===== src/rtl/seq_alu.sv =====
// Sequential ALU feeding the accumulator: PASS_B/ADD/SUB in one cycle, MUL as N-cycle shift-add.
// Define SEQ_ALU_MUL_EN to build the multiplier; otherwise op 11 behaves as PASS_B.
module seq_alu #(
    parameter int unsigned N = 15
) (
    input  logic         clk,
    input  logic         rst,
    input  logic         start,
    input  logic [1:0]   op,
    input  logic [N-1:0] a,
    input  logic [N-1:0] b,
    output logic [N-1:0] alu_out,
    output logic         alu_to_ac,
    output logic         busy,
    output logic         z_flag
);

    localparam logic [1:0] IDLE    = 2'd0;
    localparam logic [1:0] DONE    = 2'd2;
    localparam logic [1:0] OP_ADD  = 2'b01;
    localparam logic [1:0] OP_SUB  = 2'b10;
`ifdef SEQ_ALU_MUL_EN
    localparam logic [1:0] MUL_RUN = 2'd1;
    localparam logic [1:0] OP_MUL  = 2'b11;
    localparam int unsigned CW     = (N > 1) ? $clog2(N) : 1;

    logic [N-1:0]  mcand_q, mcand_d;
    logic [N-1:0]  mplier_q, mplier_d;
    logic [N-1:0]  prod_q, prod_d;
    logic [CW-1:0] cnt_q, cnt_d;
    logic [N-1:0]  sum;
`endif

    logic [1:0]   state_q, state_d;
    logic [N-1:0] alu_out_q, alu_out_d;
    logic         z_q, z_d;
    logic [N-1:0] result;
    logic         load;

    always_comb begin
        state_d   = state_q;
        alu_out_d = alu_out_q;
        z_d       = z_q;
        result    = '0;
        load      = 1'b0;
`ifdef SEQ_ALU_MUL_EN
        mcand_d   = mcand_q;
        mplier_d  = mplier_q;
        prod_d    = prod_q;
        cnt_d     = cnt_q;
        sum       = prod_q + (mplier_q[0] ? mcand_q : '0);
`endif
        case (state_q)
            IDLE: begin
                if (start) begin
`ifdef SEQ_ALU_MUL_EN
                    if (op == OP_MUL) begin
                        mcand_d  = a;
                        mplier_d = b;
                        prod_d   = '0;
                        cnt_d    = '0;
                        state_d  = MUL_RUN;
                    end else
`endif
                    begin
                        unique case (op)
                            OP_ADD:  result = a + b;
                            OP_SUB:  result = a - b;
                            default: result = b;
                        endcase
                        load    = 1'b1;
                        state_d = DONE;
                    end
                end
            end
`ifdef SEQ_ALU_MUL_EN
            MUL_RUN: begin
                prod_d   = sum;
                mcand_d  = mcand_q << 1;
                mplier_d = mplier_q >> 1;
                cnt_d    = cnt_q + CW'(1);
                // Always exactly N iterations; the last one commits the product.
                if (cnt_q == CW'(N - 1)) begin
                    result  = sum;
                    load    = 1'b1;
                    state_d = DONE;
                end
            end
`endif
            DONE:    state_d = IDLE;
            default: state_d = IDLE;
        endcase
        if (load) begin
            alu_out_d = result;
            z_d       = (result == '0);
        end
    end

    always_ff @(posedge clk) begin
        if (rst) begin
            state_q   <= IDLE;
            alu_out_q <= '0;
            z_q       <= 1'b0;
`ifdef SEQ_ALU_MUL_EN
            mcand_q   <= '0;
            mplier_q  <= '0;
            prod_q    <= '0;
            cnt_q     <= '0;
`endif
        end else begin
            state_q   <= state_d;
            alu_out_q <= alu_out_d;
            z_q       <= z_d;
`ifdef SEQ_ALU_MUL_EN
            mcand_q   <= mcand_d;
            mplier_q  <= mplier_d;
            prod_q    <= prod_d;
            cnt_q     <= cnt_d;
`endif
        end
    end

    assign alu_out   = alu_out_q;
    assign alu_to_ac = (state_q == DONE);
    assign busy      = (state_q != IDLE);
    assign z_flag    = z_q;

endmodule


===== config.mk =====
export PLATFORM = sky130hd
export DESIGN_NAME = seq_alu
export DESIGN_NICKNAME = d
export VERILOG_FILES = /design/src/rtl/seq_alu.sv
export SDC_FILE = /design/constraint.sdc
export NUM_CORES = 1
export LEC_CHECK = 0
export CORE_MARGIN = 2
export CORE_UTILIZATION = 52
export DETAILED_ROUTE_END_ITERATION = 7
export MAX_ROUTING_LAYER = met4
export PLACE_DENSITY = 0.95
export SYNTH_ARGS = -nofsm -noshare
export SYNTH_HDL_FRONTEND = slang
export SYNTH_SLANG_ARGS = --single-unit

===== constraint.sdc =====
create_clock -name clk -period 13.82 [get_ports clk]
set_clock_uncertainty 0.05 [all_clocks]
set_input_delay 4.146 -clock clk [delete_from_list [all_inputs] [get_ports clk]]
set_output_delay 4.146 -clock clk [all_outputs]
set_load 0.02 [all_outputs]

* Yosys cells after proc, flatten, opt, wreduce, memory -nomap -nowiden
Index checks and enable logic that the tools add are counted. Widths: inputs -> output; s select.
Storage, ports and cells: register bits after elaboration 17, bits in latches 0, RAM bits 0, ROM bits 0, input bits 35, output and inout bits 18, logic and storage cells 16, memories kept 0
Operators by class: add/subtract/negate cells 2, multiply operators 0, div/mod/pow operators 0, magnitude comparators 0, eq/ne operators 2, shift operators 0, mux-type cells 5, bitwise logic cells 1, reductions and logical operators 3
Operators by type and width (number):
- $mux 15 | 2
- $pmux 15 s2 | 1
- $add 15x15->15 | 1
- $logic_not 15->1 | 1
- $sub 15x15->15 | 1
- $eq 2x1->1 const B | 1
- $eq 2x2->1 const B | 1
- $logic_not 2->1 | 1
- $mux 1 | 2
- $reduce_or 2->1 | 1
- $not 1->1 | 1

* Logic depth before layout (Yosys ltp)
Gate-level depths: netlist of run 1.
depth after elaboration 5, depth in mapped cells 16, depth with buffers taken out 16

* Least setup slack after synthesis of run 1
Ideal clock, no wire load.
path kind in2reg, from input port b[5], to register z_q (netlist: z_flag), library setup time 0.059 ns, arrival 7.163 ns, data required time 13.711 ns, setup slack 6.549 ns, stages on the path 13, path buffers 0, cells stage by stage or4_4 > and4bb_2 > nor2_1 > xnor2_1 > ha_1 > a21o_1 > a21o_1 > a21oi_1 > or4b_1 > nand3_1 > o211ai_1 > a2111oi_2 > a31o_1
Between the ends: cells in the longest elaborated chain, start to end 5, elaborated cells on any way between the ends 6, those cells by class 2 x add/sub; 3 x mux; 1 x reduce/logical
Ends and longest elaborated chain:
- start, declared | line 11 | input logic [N-1:0] b,
- $sub 15x15->15 / $add 15x15->15 (equally long branches) | line 68, 67
- $pmux 15 s2 (*) | line 66 | unique case (op)
- $mux 15 (*) | line 55 | if (start) begin
- $mux 15 (*) | line 53 | case (state_q)
- $logic_not 15->1 (*) | line 95 | z_d = (result == '0);
- end signal, assigned | line 113 | z_q <= z_d;
- end, declared | line 36 | logic z_q, z_d;
Mark *: on every way between the ends. The rest lies on a longest branch, timed or not. A chain may end at the register's enable or synchronous reset.

* Final worst setup path of run 1
from input port op[0], to register z_q (netlist: z_flag)
Between the ends: cells in the longest elaborated chain, start to end 5, elaborated cells on any way between the ends 6, those cells by class 2 x eq/ne; 3 x mux; 1 x reduce/logical
Ends and longest elaborated chain:
- start, declared | line 9 | input logic [1:0] op,
- $eq 2x2->1 / $eq 2x1->1 (equally long branches) | line 66
- $pmux 15 s2 (*) | line 66
- $mux 15 (*) | line 55
- $mux 15 (*) | line 53
- $logic_not 15->1 (*) | line 95
Marks and branches as above.

==> results.yml, run 1 <==
timing:
  worst_pin_slew_ns: 0.960
  hold_viol_final: 0
  maxSlewHeadroom_pct: 36.0
  slew_viol_final: 0
  fmax_ghz: 0.128
  timing.final.crit_share_pct: 56.7
  layout_min_cycle_time_ns: 7.84
  setup_tns_ns: 0
  setup_viol: 0
  grt_setup_unrepaired: "false"
yosys:
  ys_ff_latch: 17
  syn_inst: 250
  postSynthAreaPerCell_um2: 7.36
  synth_fp_nets: 302
  ys_types: 43
  synth_flop_cell: "dfxtp_1"
  synthArstFlopShare_pct: 0
  synth-edff-count: 0
  ys_warn_count: 0
  syn_area_mm2: 0.00184
  synth-seq-area-share_pct: 18.5
finish:
  final_net_count: 347
  drive_gt1_share_pct: 4.42
  final.fill_count: 295
  antennaDiodeCount: 0
  area_delta_synth_final_pct: 29.8
  finalNonFillerCells: 340
critical_path:
  setup.worst_path.start_class: "input pin"
  crit_fanout: 14
  critical-path-top-delay-family: "compound AO/OA/AOI/OAI gates"
  worst_path_max_delay_cell: "or4b_1"
  critPathBufInv: 2
  worstRegToRegCells: 6
  cp-end-kind: "register"
  r2r-end: "z_flag"
  cp.arrival_ns: 8.02
  crit_end: "z_flag"
  criticalPathCategory: "input pin to register"
  crit_required_ns: 14.01
  reg2reg_setup_slack_ns: 12.26
  critical-path-max-stage-delay_ns: 0.55
  rr_startpoint: "state_q[1]"
  startpoint: "op[0]"
  crit_chain: "clkdlybuf4s50_1, inv_1, ha_1, mux2_2, fa_1, nand2b_1, a21oi_1, nor2b_1, o21ai_0, xnor2_1, o211ai_1, or4b_1, a2111oi_2, a31o_1"
  worst-path-stages: 14
clock_tree:
  cts_buffers: 3
  cts_max_path_buffers: 2
  cts_resized: 0
  cts_sinks: 17
  clk_pin_slew_ns: 0.09
  cts_tree: "yes"
  clk_latency_ns: 0.28
  ctsHtreeMaxLevel: 1
  cts-root-buf: "clkbuf_4"
  hold_buffers: 0
  cts_setup_buffers: 0
detailed_routing:
  vias: 1970
  drc: 0
  wire_per_inst_um: 13.9
  finalWirelength_mm: 4.72
  drt-pass1-iter-count: 4
  drt.antenna.violating_nets: 0
  initialDrtViolationCount: 131
  via_per_inst: 5.79
grt:
  grt_pass1_wl_mm: 7.69
  grt_pass1_vias: 1759
  grt_max_degree: 35
  grt_use_total_pct: 24.1
  grt.overflow.total: 0
  antenna_found_initial: 0
hold_path:
  hp-class: "register to register"
run_status:
  status: "completed"
floorplanning:
  core_mm2: 0.00336
  fp.dieArea_mm2: 0.00403
  ios: 53
  fp.dieW_um: 63.5
  die_y_um: 63.5
  rows: 21
  start_util_pct: 54.7
place:
  hpwl_mm: 3.79
  dp.cells: 336
  port_buffers: 52
  gp_congestion: 0.908
power_and_ir_drop:
  total_power_w: 0.000195
  p_per_area_mw_per_mm2: 81.5
  ir_drop_v: 0.0000582
  power.leakage_nw: 0.958
job:
  maxCapViolCount: 0
## power breakdown
part / total (W) / internal [W] / switching [W]
combinational: 0.000113 / 0.0000520 / 0.0000611
clock: 0.0000256 / 0.0000112 / 0.0000144
sequential: 0.0000559 / 0.0000536 / 0.00000230
## flip-flops by register name, indices dropped and copies added (netlist names)
| signal | count |
|---|---|
| alu_out | 15 |
| z_flag | 1 |
| state_q | 1 |
## routing by layer
metal  global-route usage, %  up-vias  wire length, um
li1                        -      975                -
met4                    5.98        0               68
met3                    3.93        8              259
met1                    28.7      904             1990
met5                       -        -                0
met2                    42.2       83             2400
## per-stage QoR
step	setup slack, ns	cell area [um^2]	hold WS [ns]	utilization [%]
after floorplan	6.55	1840	0.480	-
after global placement	5.84	2360	0.396	70.2
after detailed placement	5.72	2360	0.403	70.2
after CTS	6.02	2390	0.418	71.0
after global routing	5.73	2390	0.426	71.0
final	5.98	2390	0.416	71.0
## final cells by class
class	instances	area, um^2	share of cell area (%)
tap	46	57.6	2.41
timing repair buffer	53	528	22.1
inverter	12	45.0	1.89
sequential	17	340	14.3
clock buffer	4	26.3	1.10
multi-input combinational	208	1390	58.2
## cell usage after synthesis, types with 3 or more instances
cell type,n,area share (%)
a21o_1,5,2.0
nor3_1,11,3.0
buf_4,3,1.2
a211oi_1,9,3.7
nand2_1,27,5.5
nor2b_1,6,2.0
clkbuf_1,6,1.2
o21ai_0,12,3.3
inv_1,12,2.4
xnor2_1,21,10
mux2i_1,5,2.7
xor2_1,3,1.4
ha_1,16,11
dfxtp_1,17,19
a21oi_1,27,7.3
buf_2,3,0.82
o211ai_1,5,2.0
nor2_1,30,6.1
nand3_1,3,0.82
## tightest hold or removal path, stage by stage, from the launching register on
cell and delay (ns):
dfxtp_1 0.32, nand2_1 0.05, a21oi_1 0.05
## worst min path at each step
stage	to	cells after the start	start	slack, ns
after global placement	alu_out[1]	2	alu_out[1]	0.40
after CTS	alu_out[1]	2	alu_out[1]	0.42
after global routing	alu_out[1]	2	alu_out[1]	0.43
final	alu_out[1]	2	alu_out[1]	0.42
after detailed placement	alu_out[1]	2	alu_out[1]	0.40
after floorplan	alu_out[0]	2	alu_out[0]	0.48
## cells by family (layout without fill, tap and decap cells)
group / count (synthesis) / count (layout) / share of synthesized area (%)
adder cells (fa/ha/maj): 17 / 17 / 12.0
XOR/XNOR: 24 / 24 / 11.4
AND/OR/NAND/NOR: 89 / 89 / 23.3
AO/OA/AOI/OAI: 72 / 72 / 25.5
multiplexers: 6 / 6 / 3.33
flip-flops: 17 / 17 / 18.5
buffers and inverters: 25 / 69 / 5.92
## cells in the final DEF, fill, tap and decap left out, types with 2 or more instances in the layout
cell and n:
clkdlybuf4s50_1 52, nor2_1 30, nand2_1 27, a21oi_1 27, xnor2_1 21, dfxtp_1 17
ha_1 16, inv_1 12, o21ai_0 12, nor3_1 11, a211oi_1 9, nor2b_1 6
o211ai_1 5, mux2i_1 5, a21o_1 5, nand3_1 3, xor2_1 3, clkbuf_4 3
nand2b_1 2, o21a_1 2, a31oi_1 2, or4b_1 2, nand4_1 2
No activity file was read; power rests on OpenSTA's default activity.
==> run 2: changes to the inputs <==
- CORE_UTILIZATION: 52 -> 48
- PLACE_DENSITY: 0.95 -> 0.93
- clock period: 13.82 -> 7.9 ns (I/O delays scaled with it)
==> run 2 against run 1 <==
- critical path type unchanged
- hold slack got worse by 0.0043 ns
- worst setup slack lost 4.2 ns
- power increased by 83%
- largest cell class unchanged
- highest routed layer unchanged
==> results.yml, run 2 (same netlist as run 1, synthesis figures left out) <==
detailed_routing:
  vias: 1937
  met2_length_mm: 2.30
  via_per_inst: 5.66
  initialDrtViolationCount: 51
  highest_layer: "met4"
  wire_per_inst_um: 13.7
  drt-met1-wl_mm: 2.02
  wl_met3_um: 233
  drc: 0
  drt.antenna.violating_nets: 0
  finalWirelength_mm: 4.70
  drt-pass1-iter-count: 5
power_and_ir_drop:
  seqPwrFrac_pct: 27.5
  clockPowerShare_pct: 17.3
  swShare_pct: 38.2
  internal_power_w: 0.000220
  p_comb_share_pct: 55.2
  total_power_w: 0.000356
  power_switching_w: 0.000136
  ir_drop_v: 0.000111
  power.leakage_nw: 0.966
  p_per_area_mw_per_mm2: 148
clock_tree:
  cts_setup_buffers: 0
  clk_latency_ns: 0.24
  clk_pin_slew_ns: 0.06
  cts_max_path_buffers: 2
  cts_tree: "yes"
  ctsHtreeMaxLevel: 1
  hold_buffers: 0
  cts_buffers: 3
  cts-root-buf: "clkbuf_8"
  cts_resized: 0
  cts_sinks: 17
timing:
  fmax_ghz: 0.164
  setup_tns_ns: 0
  setup_viol: 0
  slew_viol_final: 0
  layout_min_cycle_time_ns: 6.11
  hold_viol_final: 0
  grt_setup_unrepaired: "false"
  worst_pin_slew_ns: 0.985
  timing.final.crit_share_pct: 77.4
  maxSlewHeadroom_pct: 34.3
finish:
  multiInputGateArea_mm2: 0.00139
  final_net_count: 347
  area_delta_synth_final_pct: 31.0
  drive_gt1_share_pct: 4.42
  final.fill_count: 327
  layout_common_cells: "clkdlybuf4s50_1, nor2_1, nand2_1, a21oi_1, xnor2_1"
  largest_reg_flops: 15
  ff_latch_area_um2: 340
  final_common_cell: "clkdlybuf4s50_1"
  antennaDiodeCount: 0
  post-route-util_pct: 65.8
critical_path:
  setup.worst_path.start_class: "input pin"
  critical-path-top-delay-family: "simple AND/OR/NAND/NOR gates"
  r2r-end: "z_flag"
  worst_path_max_delay_cell: "or4_4"
  worst_path_most_repeated_cell: "a21o_1"
  reg2reg_setup_slack_ns: 6.31
  critical-path-max-stage-delay_ns: 0.58
  critPathBufInv: 1
  crit_required_ns: 8.04
  startpoint: "b[3]"
  worstRegToRegCells: 6
  crit_fanout: 6
  crit_end: "z_flag"
  cp.arrival_ns: 6.25
  criticalPathCategory: "input pin to register"
  worst-path-stages: 14
  crit_chain: "clkdlybuf4s50_1, or4_4, and4bb_2, nor2_1, xnor2_1, ha_1, a21o_1, a21o_1, a21oi_1, or4b_1, nand3_1, o211ai_1, a2111oi_2, a31o_1"
  rr_startpoint: "state_q[1]"
  cp-end-kind: "register"
floorplanning:
  fp.dieW_um: 65.9
  fp.dieArea_mm2: 0.00434
  core_mm2: 0.00366
  ios: 53
  rows: 22
  die_y_um: 65.9
  start_util_pct: 50.2
hold_path:
  hp-class: "register to register"
run_status:
  status: "completed"
grt:
  grt_use_total_pct: 23.0
  antenna_found_initial: 0
  grt_pass1_wl_mm: 7.69
  grt_max_degree: 35
  grt_pass1_vias: 1818
  grt.overflow.total: 0
place:
  hpwl_mm: 3.80
  port_buffers: 52
  gp_congestion: 0.926
job:
  maxCapViolCount: 0
-- run 2: layout make-up --
class,instances,area share [%]
well taps,48,2.49
inverters,12,1.87
repair buffers,53,21.9
flip-flops and latches,17,14.1
multi-input cells,208,57.7
clock buffers,4,1.87
-- run 2: routing by layer --
metal	global-route usage, %	vias up
li1	-	975
met1	26.3	877
met2	40.7	69
met3	4.09	16
met4	7.29	0
met5	-	-
-- run 2: metrics by stage --
stage	hold WS [ns]	instances	instance area, um^2	setup WS [ns]
floorplan	0.480	250	1840	2.40
global placement	0.394	338	2360	1.68
detailed placement	0.397	338	2360	1.56
CTS	0.415	342	2410	1.82
global route	0.424	342	2410	1.58
finish	0.411	342	2410	1.79
-- run 2: worst min-delay path by stage --
stage                      from           to  slack [ns]  cells past startpoint
finish               alu_out[1]   alu_out[1]        0.41                      2
global route         alu_out[1]   alu_out[1]        0.42                      2
CTS                  alu_out[1]   alu_out[1]        0.41                      2
detailed placement   alu_out[0]   alu_out[0]        0.40                      2
global placement    alu_out[10]  alu_out[10]        0.39                      2
floorplan            alu_out[0]   alu_out[0]        0.48                      2
-- run 2: power groups by stage --
stage	combinational (W)	sequential [W]	clock, W
final	0.000197	0.0000979	0.0000617
after global routing	0.000217	0.0000986	0.0000698
after CTS	0.000196	0.0000979	0.0000640
after detailed placement	0.000195	0.0000998	0
after global placement	0.000191	0.0000996	0
after floorplan	0.000124	0.000109	0
-- run 2: worst reg2reg max path, stage by stage (launching register included) --
cell and delay (ns):
dfxtp_1 0.33, nand2b_1 0.31, a21oi_1 0.19, o21a_1 0.15, nand2_1 0.07, a2111oi_2 0.29
a31o_1 0.15
==> run 3: changes to the inputs <==
- CORE_UTILIZATION: 48 -> 44
- PLACE_DENSITY: 0.93 -> 0.9
- clock period: 7.9 -> 5.4 ns (I/O delays scaled with it)
==> run 3 against run 2 <==
- critical path depth stayed put
- global-route usage is 0.64 points lower
- sequential share of layout area is 0.52 points lower
- power is 49% higher
- largest power group unchanged
- count of clock-buffer cells in the layout stayed put
- final cell count is 4.1% higher
- utilization is 3.3 points lower
- final area is 3.8% higher
==> results.yml, run 3 (same netlist as run 1, synthesis figures left out) <==
critical_path:
  cp-end-kind: "register"
  crit_fanout: 7
  r2r-end: "z_flag"
  criticalPathCategory: "input pin to register"
  reg2reg_setup_slack_ns: 3.86
  worstRegToRegCells: 6
  crit_required_ns: 5.54
  setup.worst_path.start_class: "input pin"
  cp.arrival_ns: 5.22
  crit_end: "z_flag"
  startpoint: "b[5]"
  rr_startpoint: "state_q[1]"
place:
  gp_congestion: 0.967
  dp.cells: 352
  hpwl_mm: 4.05
  port_buffers: 52
grt:
  grt.overflow.total: 0
  grt_use_total_pct: 22.4
  antenna_found_initial: 0
  grt_pass1_vias: 1808
  grt_max_degree: 26
  grt_pass1_wl_mm: 7.94
detailed_routing:
  initialDrtViolationCount: 102
  vias: 1962
  finalWirelength_mm: 4.90
  drc: 0
  via_per_inst: 5.51
  drt.antenna.violating_nets: 0
  drt-pass1-iter-count: 4
  wire_per_inst_um: 13.8
floorplanning:
  ios: 53
  fp.dieArea_mm2: 0.00471
  fp.dieW_um: 68.7
  rows: 23
  die_y_um: 68.7
  core_mm2: 0.00400
  start_util_pct: 46.0
timing:
  worst_pin_slew_ns: 0.628
  setup_viol: 0
  timing.final.crit_share_pct: 94.1
  layout_min_cycle_time_ns: 5.08
  maxSlewHeadroom_pct: 58.1
  setup_tns_ns: 0
  fmax_ghz: 0.197
  grt_setup_unrepaired: "false"
  hold_viol_final: 0
  slew_viol_final: 0
finish:
  layout_common_cells: "clkdlybuf4s50_1, nor2_1, nand2_1, a21oi_1, xnor2_1"
  drive_gt1_share_pct: 8.17
  area_delta_synth_final_pct: 36.0
  final.fill_count: 368
  final_net_count: 359
  largest_reg_flops: 15
  finalNonFillerCells: 356
  antennaDiodeCount: 0
  final_common_cell: "clkdlybuf4s50_1"
clock_tree:
  clk_pin_slew_ns: 0.06
  hold_buffers: 0
  cts-root-buf: "clkbuf_8"
  cts_resized: 0
  clk_latency_ns: 0.24
  ctsHtreeMaxLevel: 1
  cts_setup_buffers: 0
  cts_sinks: 17
  cts_tree: "yes"
  cts_buffers: 3
  cts_max_path_buffers: 2
power_and_ir_drop:
  power.leakage_nw: 1.02
  ir_drop_v: 0.000127
  p_per_area_mw_per_mm2: 213
hold_path:
  hold_start: "alu_out[0]"
  hp-class: "register to register"
run_status:
  status: "completed"
job:
  maxCapViolCount: 0
## run 3: changes by cell type in the layout (fill, tap and decap cells not counted)
cell   delta
buf_4    +12
## run 3: critical path, stage by stage
cell,delay (ns)
clkdlybuf4s50_1,0.46
or4_4,0.59
nor2_1,0.11
a21oi_1,0.09
xnor2_1,0.13
ha_1,0.36
nand3_1,0.14
o221ai_1,0.13
a221o_1,0.40
or4b_1,0.48
nand3_1,0.12
o211ai_1,0.11
a2111oi_2,0.36
a31o_1,0.14
## run 3: worst min path at each step
stage                   to  slack [ns]  cells past startpoint
3_5_place_dp    alu_out[0]        0.41                      2
3_3_place_gp   alu_out[10]        0.40                      2
6_report        alu_out[0]        0.41                      2
4_1_cts         alu_out[0]        0.41                      2
2_1_floorplan   alu_out[0]        0.48                      2
5_1_grt         alu_out[0]        0.44                      2
## run 3: per-stage QoR
step | power [W] | util, % | area, um^2 | setup WS (ns) | hold slack [ns]
finish | 0.000532 | 62.5 | 2500 | 0.317 | 0.412
CTS | 0.000533 | 62.5 | 2500 | 0.322 | 0.415
floorplan | 0.000341 | - | 1840 | 0.655 | 0.480
detailed placement | 0.000441 | 61.4 | 2460 | 0.0583 | 0.405
global placement | 0.000434 | 61.4 | 2460 | 0.126 | 0.395
global route | 0.000572 | 62.5 | 2500 | 0.0759 | 0.442
## run 3: power by group
group / internal [W] / switching (W)
Clock: 0.0000522 / 0.0000402
Sequential: 0.000137 / 0.00000591
Combinational: 0.000141 / 0.000155
## run 3: routing by layer
| layer | GRT usage (%) | vias to the layer above | share of wire [%] |
|---|---|---|---|
| li1 | - | 1002 | - |
| met1 | 27.1 | 899 | 44 |
| met2 | 40.9 | 59 | 51 |
| met3 | 2.44 | 2 | 4.7 |
| met4 | 2.50 | 0 | 0.51 |
| met5 | - | - | 0 |
## run 3: final cells by class
class                      instances  area (um^2)  share of cell area [%]
inverter                          12         45.0                    1.80
multi-input combinational        208         1390                    55.6
sequential                        17          340                    13.6
tap                               50         62.6                    2.50
timing repair buffer              65          618                    24.7
clock buffer                       4         45.0                    1.80
